[src/rtl/instr_encoder.sv]
`timescale 1ns/1ps
`default_nettype none
// ============================================================================
//  Module   : instr_encoder
//  Purpose  : Packs decoded RV32 instruction fields plus a 32-bit signed
//             immediate into a 32-bit instruction word (the inverse of the
//             core's immediate extender). Flags immediates that cannot be
//             represented in the selected format.
//  Revision : 1.0 - initial release
// ----------------------------------------------------------------------------
//  Ports
//    clk        in   1      rising-edge clock
//    rst_n      in   1      asynchronous active-low reset
//    in_valid   in   1      input fields valid
//    in_ready   out  1      block can accept this cycle
//    ImmSrc     in   2      format: 00 I, 01 S, 10 B, 11 R (no immediate)
//    opcode     in   7      instr[6:0]
//    rd         in   5      destination register (I/R)
//    rs1        in   5      source register 1
//    rs2        in   5      source register 2 (S/B/R)
//    funct3     in   3      instr[14:12]
//    funct7     in   7      instr[31:25] (R)
//    imm        in   32     signed immediate, byte offset for B
//    out_valid  out  1      encoded word valid
//    out_ready  in   1      consumer accepts
//    instr      out  32     encoded instruction
//    out_err    out  1      immediate not representable (with out_valid)
//    enc_count  out  CNT_W  words accepted at output (wraps)
//    err_count  out  ERR_W  words accepted with out_err=1 (saturates)
// ============================================================================
module instr_encoder #(
    parameter int CNT_W = 16,
    parameter int ERR_W = 8
) (
    input  logic             clk,
    input  logic             rst_n,
    input  logic             in_valid,
    output logic             in_ready,
    input  logic [1:0]       ImmSrc,
    input  logic [6:0]       opcode,
    input  logic [4:0]       rd,
    input  logic [4:0]       rs1,
    input  logic [4:0]       rs2,
    input  logic [2:0]       funct3,
    input  logic [6:0]       funct7,
    input  logic [31:0]      imm,
    output logic             out_valid,
    input  logic             out_ready,
    output logic [31:0]      instr,
    output logic             out_err,
    output logic [CNT_W-1:0] enc_count,
    output logic [ERR_W-1:0] err_count
);

    // Immediate-format coding shared with the decode path.
    localparam logic [1:0] c_FMT_I = 2'b00;
    localparam logic [1:0] c_FMT_S = 2'b01;
    localparam logic [1:0] c_FMT_B = 2'b10;
    localparam logic [1:0] c_FMT_R = 2'b11;

    localparam logic [CNT_W-1:0] c_CNT_ONE = {{(CNT_W-1){1'b0}}, 1'b1};
    localparam logic [ERR_W-1:0] c_ERR_ONE = {{(ERR_W-1){1'b0}}, 1'b1};
    localparam logic [ERR_W-1:0] c_ERR_MAX = {ERR_W{1'b1}};

    // ------------------------------------------------------------------
    // Stage 1 state: captured fields plus the representability flag.
    // Only imm[12:0] is kept; the upper bits matter only for the range
    // check, which is resolved at capture time.
    // ------------------------------------------------------------------
    logic        s1_valid_q, s1_valid_d;
    logic [1:0]  s1_fmt_q;
    logic [6:0]  s1_opcode_q;
    logic [4:0]  s1_rd_q;
    logic [4:0]  s1_rs1_q;
    logic [4:0]  s1_rs2_q;
    logic [2:0]  s1_funct3_q;
    logic [6:0]  s1_funct7_q;
    logic [12:0] s1_imm_q;
    logic        s1_err_q;

    // Stage 2 state: the packed word presented at the output.
    logic        s2_valid_q, s2_valid_d;
    logic [31:0] s2_instr_q;
    logic        s2_err_q;

    // Output-side counters.
    logic [CNT_W-1:0] enc_count_q, enc_count_d;
    logic [ERR_W-1:0] err_count_q, err_count_d;

    logic        w_advance;
    logic        w_in_fire;
    logic        w_out_fire;
    logic        w_fits12;
    logic        w_fits13;
    logic        w_err;
    logic [31:0] w_word;

    // ------------------------------------------------------------------
    // Flow control. Stage 2 can take a new word when it is empty or its
    // word leaves this cycle; stage 1 drains into stage 2 under the same
    // condition, so stage 1 can accept when it is empty or draining.
    // in_ready depends on out_ready and state only, never on in_valid.
    // ------------------------------------------------------------------
    assign w_advance  = !s2_valid_q || out_ready;
    assign in_ready   = !s1_valid_q || w_advance;
    assign w_in_fire  = in_valid && in_ready;
    assign w_out_fire = s2_valid_q && out_ready;

    // ------------------------------------------------------------------
    // Representability. A value fits an N-bit signed field exactly when
    // every bit above the field's sign bit equals that sign bit.
    //   I/S : 12-bit signed  -> [-2048, 2047]
    //   B   : 13-bit signed and even -> [-4096, 4094]
    // ------------------------------------------------------------------
    assign w_fits12 = (imm[31:11] == {21{1'b0}}) || (imm[31:11] == {21{1'b1}});
    assign w_fits13 = (imm[31:12] == {20{1'b0}}) || (imm[31:12] == {20{1'b1}});

    always_comb begin
        w_err = 1'b0;
        case (ImmSrc)
            c_FMT_I, c_FMT_S: w_err = !w_fits12;
            c_FMT_B:          w_err = !w_fits13 || imm[0];
            default:          w_err = 1'b0;
        endcase
    end

    // ------------------------------------------------------------------
    // Word packing from stage-1 fields. On an error the word is still
    // built from the truncated immediate bits so the consumer sees a
    // deterministic value alongside out_err.
    // ------------------------------------------------------------------
    always_comb begin
        w_word        = 32'h0000_0000;
        w_word[6:0]   = s1_opcode_q;
        w_word[14:12] = s1_funct3_q;
        w_word[19:15] = s1_rs1_q;
        case (s1_fmt_q)
            c_FMT_I: begin
                w_word[31:20] = s1_imm_q[11:0];
                w_word[11:7]  = s1_rd_q;
            end
            c_FMT_S: begin
                w_word[31:25] = s1_imm_q[11:5];
                w_word[24:20] = s1_rs2_q;
                w_word[11:7]  = s1_imm_q[4:0];
            end
            c_FMT_B: begin
                // B-type scrambles the offset; bit 0 is implicit (always 0).
                w_word[31]    = s1_imm_q[12];
                w_word[30:25] = s1_imm_q[10:5];
                w_word[24:20] = s1_rs2_q;
                w_word[11:8]  = s1_imm_q[4:1];
                w_word[7]     = s1_imm_q[11];
            end
            default: begin
                w_word[31:25] = s1_funct7_q;
                w_word[24:20] = s1_rs2_q;
                w_word[11:7]  = s1_rd_q;
            end
        endcase
    end

    // ------------------------------------------------------------------
    // Next-state for valid flags and counters.
    // ------------------------------------------------------------------
    always_comb begin
        s1_valid_d  = s1_valid_q;
        s2_valid_d  = s2_valid_q;
        enc_count_d = enc_count_q;
        err_count_d = err_count_q;

        if (in_ready) begin
            s1_valid_d = in_valid;
        end
        if (w_advance) begin
            s2_valid_d = s1_valid_q;
        end
        if (w_out_fire) begin
            enc_count_d = enc_count_q + c_CNT_ONE;
            if (s2_err_q && (err_count_q != c_ERR_MAX)) begin
                err_count_d = err_count_q + c_ERR_ONE;
            end
        end
    end

    // ------------------------------------------------------------------
    // Stage 1 registers.
    // ------------------------------------------------------------------
    always_ff @(posedge clk or negedge rst_n) begin
        if (!rst_n) begin
            s1_valid_q  <= 1'b0;
            s1_fmt_q    <= c_FMT_R;
            s1_opcode_q <= 7'h00;
            s1_rd_q     <= 5'h00;
            s1_rs1_q    <= 5'h00;
            s1_rs2_q    <= 5'h00;
            s1_funct3_q <= 3'h0;
            s1_funct7_q <= 7'h00;
            s1_imm_q    <= 13'h0000;
            s1_err_q    <= 1'b0;
        end else begin
            s1_valid_q <= s1_valid_d;
            if (w_in_fire) begin
                s1_fmt_q    <= ImmSrc;
                s1_opcode_q <= opcode;
                s1_rd_q     <= rd;
                s1_rs1_q    <= rs1;
                s1_rs2_q    <= rs2;
                s1_funct3_q <= funct3;
                s1_funct7_q <= funct7;
                s1_imm_q    <= imm[12:0];
                s1_err_q    <= w_err;
            end
        end
    end

    // ------------------------------------------------------------------
    // Stage 2 registers. The word only changes when a real stage-1 word
    // moves in, so instr/out_err stay put while stalled or idle.
    // ------------------------------------------------------------------
    always_ff @(posedge clk or negedge rst_n) begin
        if (!rst_n) begin
            s2_valid_q <= 1'b0;
            s2_instr_q <= 32'h0000_0000;
            s2_err_q   <= 1'b0;
        end else begin
            s2_valid_q <= s2_valid_d;
            if (w_advance && s1_valid_q) begin
                s2_instr_q <= w_word;
                s2_err_q   <= s1_err_q;
            end
        end
    end

    // ------------------------------------------------------------------
    // Counters.
    // ------------------------------------------------------------------
    always_ff @(posedge clk or negedge rst_n) begin
        if (!rst_n) begin
            enc_count_q <= {CNT_W{1'b0}};
            err_count_q <= {ERR_W{1'b0}};
        end else begin
            enc_count_q <= enc_count_d;
            err_count_q <= err_count_d;
        end
    end

    assign out_valid = s2_valid_q;
    assign instr     = s2_instr_q;
    assign out_err   = s2_err_q;
    assign enc_count = enc_count_q;
    assign err_count = err_count_q;

endmodule
`default_nettype wire

[config.mk]
export PLATFORM = sky130hd
export DESIGN_NAME = instr_encoder
export DESIGN_NICKNAME = d
export VERILOG_FILES = /design/src/rtl/instr_encoder.sv
export SDC_FILE = /design/constraint.sdc
export NUM_CORES = 1
export LEC_CHECK = 0
export ABC_AREA = 1
export CAP_MARGIN = 10
export CORE_AREA = 3 3 180 94
export DETAILED_ROUTE_END_ITERATION = 16
export DIE_AREA = 0 0 183 97
export PLACE_DENSITY = 0.59
export SLEW_MARGIN = 10
export SYNTH_ARGS = -nofsm -noshare
export SYNTH_HDL_FRONTEND = slang
export SYNTH_SLANG_ARGS = --single-unit
[constraint.sdc]
create_clock -name clk -period 2.4 [get_ports clk]
set_clock_uncertainty 0.1 [all_clocks]
set_input_delay 0.48 -clock clk [delete_from_list [all_inputs] [get_ports clk]]
set_output_delay 0.48 -clock clk [all_outputs]
set_load 0.02 [all_outputs]
==> results of run 1 <==
==> metal layers <==
metal,GRT usage [%],up-vias,routed length [microns]
met1,18.1,1879,5670
met2,24.6,59,5970
met3,2.52,8,348
li1,-,2038,-
met4,2.63,0,72
met5,0,-,0
==> cell usage after synthesis <==
cell	n	area, sq um
nor3_1	7	35.0
a21oi_1	20	100
nor3_4	1	16.3
xor2_1	14	123
ha_1	6	75.1
o21a_1	2	15.0
nor3b_1	1	7.51
o211ai_1	2	15.0
clkinv_1	1	3.75
buf_1	2	7.51
nor2_1	48	180
xnor2_1	6	52.6
nand2_1	264	991
nor2_4	3	33.8
clkbuf_1	10	37.5
nor2_2	2	12.5
o21ai_0	20	100
nand3_1	11	55.1
inv_1	30	113
dfrtp_1	105	2630
nand4_1	3	18.8
buf_2	6	30.0
inv_2	1	3.75
a21boi_0	1	7.51
nand2_2	6	37.5
dfstp_2	2	52.6
==> per-stage QoR <==
step	utilization, %	setup slack [ps]
after floorplan	-	704
after global placement	41.3	88.6
after detailed placement	41.3	87.7
after CTS	43.3	87.2
after global routing	43.3	34.8
final	43.3	98.9
==> cells by family (layout without fill, tap and decap cells) <==
family | after synthesis | after routing
flops | 107 | 107
simple gates | 346 | 346
buf+inv | 50 | 187
compound gates | 45 | 45
xor+xnor | 20 | 20
fa+ha+maj | 6 | 6
==> cell usage in the layout (no fill, tap or decap), drive strengths merged, types with 2 or more instances in the layout <==
cell type and instances:
a21oi 20, buf 12, clkbuf 9, clkdlybuf4s50 127
clkinv 3, dfrtp 105, dfstp 2, ha 6
inv 34, nand2 270, nand3 11, nand4 3
nor2 53, nor3 8, o211ai 2, o21a 2
o21ai 20, xnor2 6, xor2 14
==> sequential cells by signal, summed over array words and instances, names as in the netlist <==
| register | cells |
|---|---|
| s1_valid_q | 1 |
| s1_opcode_q | 7 |
| s1_funct7_q | 7 |
| s1_imm_q | 13 |
| err_count | 8 |
| s1_funct3_q | 3 |
| s1_fmt_q | 2 |
| s1_rs2_q | 5 |
| s1_err_q | 1 |
| instr | 32 |
| out_err | 1 |
| s1_rd_q | 5 |
| enc_count | 16 |
| out_valid | 1 |
| s1_rs1_q | 5 |
==> power by group <==
group	switching [W]	leakage (nW)	internal [W]
logic	0.00100	1.74	0.000850
registers	0.000295	1.32	0.00219
clock network	0.000709	0.153	0.000839
total	0.00201	3.21	0.00388
==> critical path, cell delays in order <==
cell and delay [ps]:
clkdlybuf4s50_1 480, inv_1 50, nand3_1 90, clkdlybuf4s50_1 620
==> path summary, 6_finish.rpt <==
path                                      end         from  cells after the start
max in group asynchronous        s1_imm_q[12]        rst_n                      2
worst min register to register      instr[19]  s1_rs1_q[4]                      2
worst max-delay path                 in_ready    out_ready                      4
worst max register to register      instr[23]  s1_fmt_q[0]                      6
worst min-delay path            enc_count[15]        rst_n                      1
min in group clk                    instr[19]  s1_rs1_q[4]                      2
==> cell type report <==
cell class,instances,area (sq um)
clock inverter,7,93.8
fill,1543,8710
inverter,32,120
sequential,107,2680
timing repair buffer,139,1410
clock buffer,9,225
tap,204,255
multi-input combinational,417,1880
==> results.yml, run 1 <==
global_routing:
  antenna_found_initial: 0
  grt.total_usage_pct: 14.0
  gr-total-overflow: 0
  grt_pass1_vias: 4121
  grt_start_max_net_pins: 44
  grt_pass1_wl_microns: 20400
clock_network:
  cts_made_buffers: 9
  clock_latency_ps: 340
  clock_sinks: 107
  cts_tree: "done"
  cts-root-buf: "clkbuf_16"
  htreeDepth: 3
  post_cts_buffers: 0
  clock_path_buffers: 2
  cts_hold_buf: 0
  clk_pin_slew_ps: 80
  cts-resized-gates: 0
placed_design:
  dp_hpwl_microns: 8970
  portBuffers: 128
  gp_congestion: 0.786
  placed_cells: 899
  place_area_sq_um: 6340
setup_path:
  path_class: "primary input to output port"
  rrSetupSlack_ps: 660
  startpoint_type: "primary input"
  crit_fanout: 3
  cp-end-kind: "output port"
  arrival_ps: 1720
  required_ps: 1820
power_and_ir_drop:
  p_leak_nw: 3.21
  p_total_w: 0.00589
  powerDensity_nw_per_um2: 884
  ir_drop_mv: 0.438
floorplan:
  initial_core_util_pct: 30.9
  core_sq_um: 15400
  die_x_microns: 183
  rows: 32
  die-area_sq_um: 17800
  io_pins: 129
  die-height_microns: 97
timing:
  max-slew-margin-rel_pct: 61.4
  fmax_mhz: 435
  fin_tns_setup_ps: 0
  min_period_ps: 2300
  timing_hold_violations_final: 0
  worstMarginPinSlew_ps: 580
  drv_slew: 0
  fin_hold_ws_ps: 23.8
  setup_viol: 0
  rsz0062_at_grt: "false"
  period_share_pct: 95.9
synth:
  synth_nets: 650
  muxShareOfSynthArea_pct: 0
  yosys.cell_types.count: 26
  synth_area_sq_um: 4750
  syn_inst: 574
  seq_area_frac_synth_pct: 56.4
  synth-simple-area-share_pct: 29.2
  ys_ff_latch: 107
  avgSynthCellArea_sq_um: 8.28
  synth_top_family_by_area: "simple AND/OR/NAND/NOR gates"
  synth_fa_ha_area_share_pct: 1.58
  ys_warn_count: 0
  synth_compound_area_share_pct: 5.00
  synth_xor_area_share_pct: 3.69
drt:
  routed_wl_microns: 12100
  drtIter0Drc: 129
  drc: 0
  vias: 3984
  routedWlPerCell_microns: 13.2
  dr.pass1.iters: 4
  antenna_left: 0
  via_per_inst: 4.35
layout:
  final_nets: 782
  area_growth_syn_to_layout_pct: 40.2
  diodes: 0
  drive_gt1_share_pct: 6.05
  instances_no_fill: 915
  final_area_sq_um: 6660
status:
  outcome: "finished clean"
hold_path:
  hold_path_class: "primary input to async pin"
flow_run:
  maxCapViolCount: 0
Power figures use the tool's default switching activity.
==> run 2, diff against run 1 <==
--- a/config.mk
+++ b/config.mk
@@ -7,9 +7,10 @@
 export LEC_CHECK = 0
 export ABC_AREA = 1
 export CAP_MARGIN = 10
-export CORE_AREA = 3 3 180 94
+export CORE_AREA = 2 2 179 93
 export DETAILED_ROUTE_END_ITERATION = 16
-export DIE_AREA = 0 0 183 97
+export DIE_AREA = 0 0 181 95
+export GPL_ROUTABILITY_DRIVEN = 0
 export PLACE_DENSITY = 0.59
 export SLEW_MARGIN = 10
 export SYNTH_ARGS = -nofsm -noshare
==> run 2 against run 1 <==
  * Clock power hardly changed
  * Fmax decreased by 0.32%
  * Hold slack gained 350 ps
==> results.yml, run 2 (synthesized netlist as in run 1, its figures left out) <==
setup_path:
  critPathSlowestCell: "clkdlybuf4s50_1"
  crit_fanout: 2
  max_stage_delay_ps: 610
  crit_buf_inv: 3
  arrival_ps: 1730
  path_cells: "clkdlybuf4s50_1 > inv_1 > nand3_1 > clkdlybuf4s50_1"
  cp-end-kind: "output port"
  required_ps: 1820
  startpoint_type: "primary input"
  critical_path.top_delay_family: "buffers and inverters"
  path_class: "primary input to output port"
  cp_common_cell: "clkdlybuf4s50_1"
timing:
  rsz0062_at_grt: "false"
  fmax_mhz: 433
  setup_viol: 0
  max-slew-margin-rel_pct: 71.5
  timing_hold_violations_final: 0
  worstMarginPinSlew_ps: 428
  layout_setup_ws_ps: 91.6
  drv_slew: 0
  min_period_ps: 2310
  period_share_pct: 96.2
  fin_tns_setup_ps: 0
clock_network:
  cts-root-buf: "clkbuf_16"
  post_cts_buffers: 0
  cts_made_buffers: 9
  htreeDepth: 3
  clock_latency_ps: 340
  clock_sinks: 107
  clock_path_buffers: 2
  cts_tree: "done"
  clk_pin_slew_ps: 70
power_and_ir_drop:
  p_total_w: 0.00591
  p_comb_share_pct: 31.7
  p_sw_w: 0.00201
  powerDensity_nw_per_um2: 884
  p_int_w: 0.00389
  p_seq_share_pct: 42.4
  p_sw_share_pct: 34.1
  p_leak_nw: 3.23
  ir_drop_mv: 0.403
  p_clk_share_pct: 25.9
layout:
  area_growth_syn_to_layout_pct: 40.6
  drive_gt1_share_pct: 6.43
  num-fill-cells: 1584
  utilization_pct: 42.1
  final_cell_mix: "264 x nand2_1, 127 x clkdlybuf4s50_1, 105 x dfrtp_1, 48 x nor2_1, 30 x inv_1"
  instances_no_fill: 925
  diodes: 0
  largest_reg_flops: 32
  final_common_cell: "nand2_1"
  final_nets: 786
placed_design:
  placed_cells: 908
  dp_slack_ps: 97.7
  dp_hpwl_microns: 9800
  portBuffers: 128
floorplan:
  rows: 33
  initial_core_util_pct: 30.0
  core_sq_um: 15900
  io_pins: 129
  die_x_microns: 181
  die-height_microns: 95
  die-area_sq_um: 17200
drt:
  routed_wl_microns: 13200
  antenna_left: 0
  dr.pass1.iters: 4
  via_per_inst: 4.41
  dr_wl_met3_microns: 823
  top_layer_used: "met4"
  routedWlPerCell_microns: 14.3
  wl_met2_microns: 5240
  drc: 0
  vias: 4075
  drtIter0Drc: 281
  met1_length_microns: 7060
global_routing:
  grt_pass1_vias: 4033
  antenna_found_initial: 0
  grt_pass1_wl_microns: 21400
  grt.total_usage_pct: 16.1
  grt_start_max_net_pins: 52
  gr-total-overflow: 0
hold_path:
  hold_path_class: "register to register"
status:
  outcome: "finished clean"
flow_run:
  maxCapViolCount: 0
==> run 2: changes by cell type in the layout (fill, tap and decap cells not counted), sizes merged <==
cell	delta
dlygate4sd3	+1
clkbuf	+1
buf	+3
clkinvlp	-1
==> run 2: worst paths after layout <==
kind,cells after the start,from,end,slack (ps)
worst max-delay path,4,out_ready,in_ready,90
worst min-delay path,2,s1_rs1_q[4],instr[19],370
worst max register to register,6,s1_fmt_q[0],instr[21],610
worst min register to register,2,s1_rs1_q[4],instr[19],370
max in group asynchronous,3,rst_n,s1_fmt_q[1],1060
min in group asynchronous,2,rst_n,s1_imm_q[8],540
==> run 2: final cells by class <==
cell class / count / area [sq um] / area share, %
clock inverters: 6 / 70.1 / 1.05
repair buffers: 143 / 1430 / 21.4
multi-input cells: 417 / 1880 / 28.1
inverters: 32 / 120 / 1.80
well taps: 210 / 263 / 3.93
clock buffers: 10 / 239 / 3.58
flip-flops and latches: 107 / 2680 / 40.1
==> run 2: power groups by stage <==
stage / registers (W) / clock network (W) / logic, W
2_1_floorplan: 0.00279 / 0 / 0.000618
3_3_place_gp: 0.00252 / 0 / 0.00186
3_5_place_dp: 0.00253 / 0 / 0.00188
4_1_cts: 0.00251 / 0.00157 / 0.00189
5_1_grt: 0.00257 / 0.00166 / 0.00205
6_report: 0.00251 / 0.00153 / 0.00187
==> run 2: per-layer routing <==
layer  vias to the layer above  global-route usage (%)
li1                       2050                       -
met1                      1890                    24.1
met2                       124                    23.1
met3                        11                    4.63
met4                         0                    2.78
met5                         -                       0
==> run 2: worst register-to-register path, delay by kind of cell (launching register included) <==
| family | cells | cell delay, ps |
|---|---|---|
| compound gates | 1 | 70 |
| flops | 1 | 570 |
| buf+inv | 1 | 80 |
| fa+ha+maj | 1 | 250 |
| simple gates | 3 | 610 |
==> run 2: what timing repair did <==
action,in CTS,in global routing
hold buffers,1,0
hold endpoints to repair,28,0
resized for setup,0,0
==> run 2: metrics by stage <==
step	hold WS (ps)	cell area [sq um]
floorplan	84.4	4750
global placement	349	6360
detailed placement	348	6360
CTS	369	6680
global route	396	6680
finish	372	6680
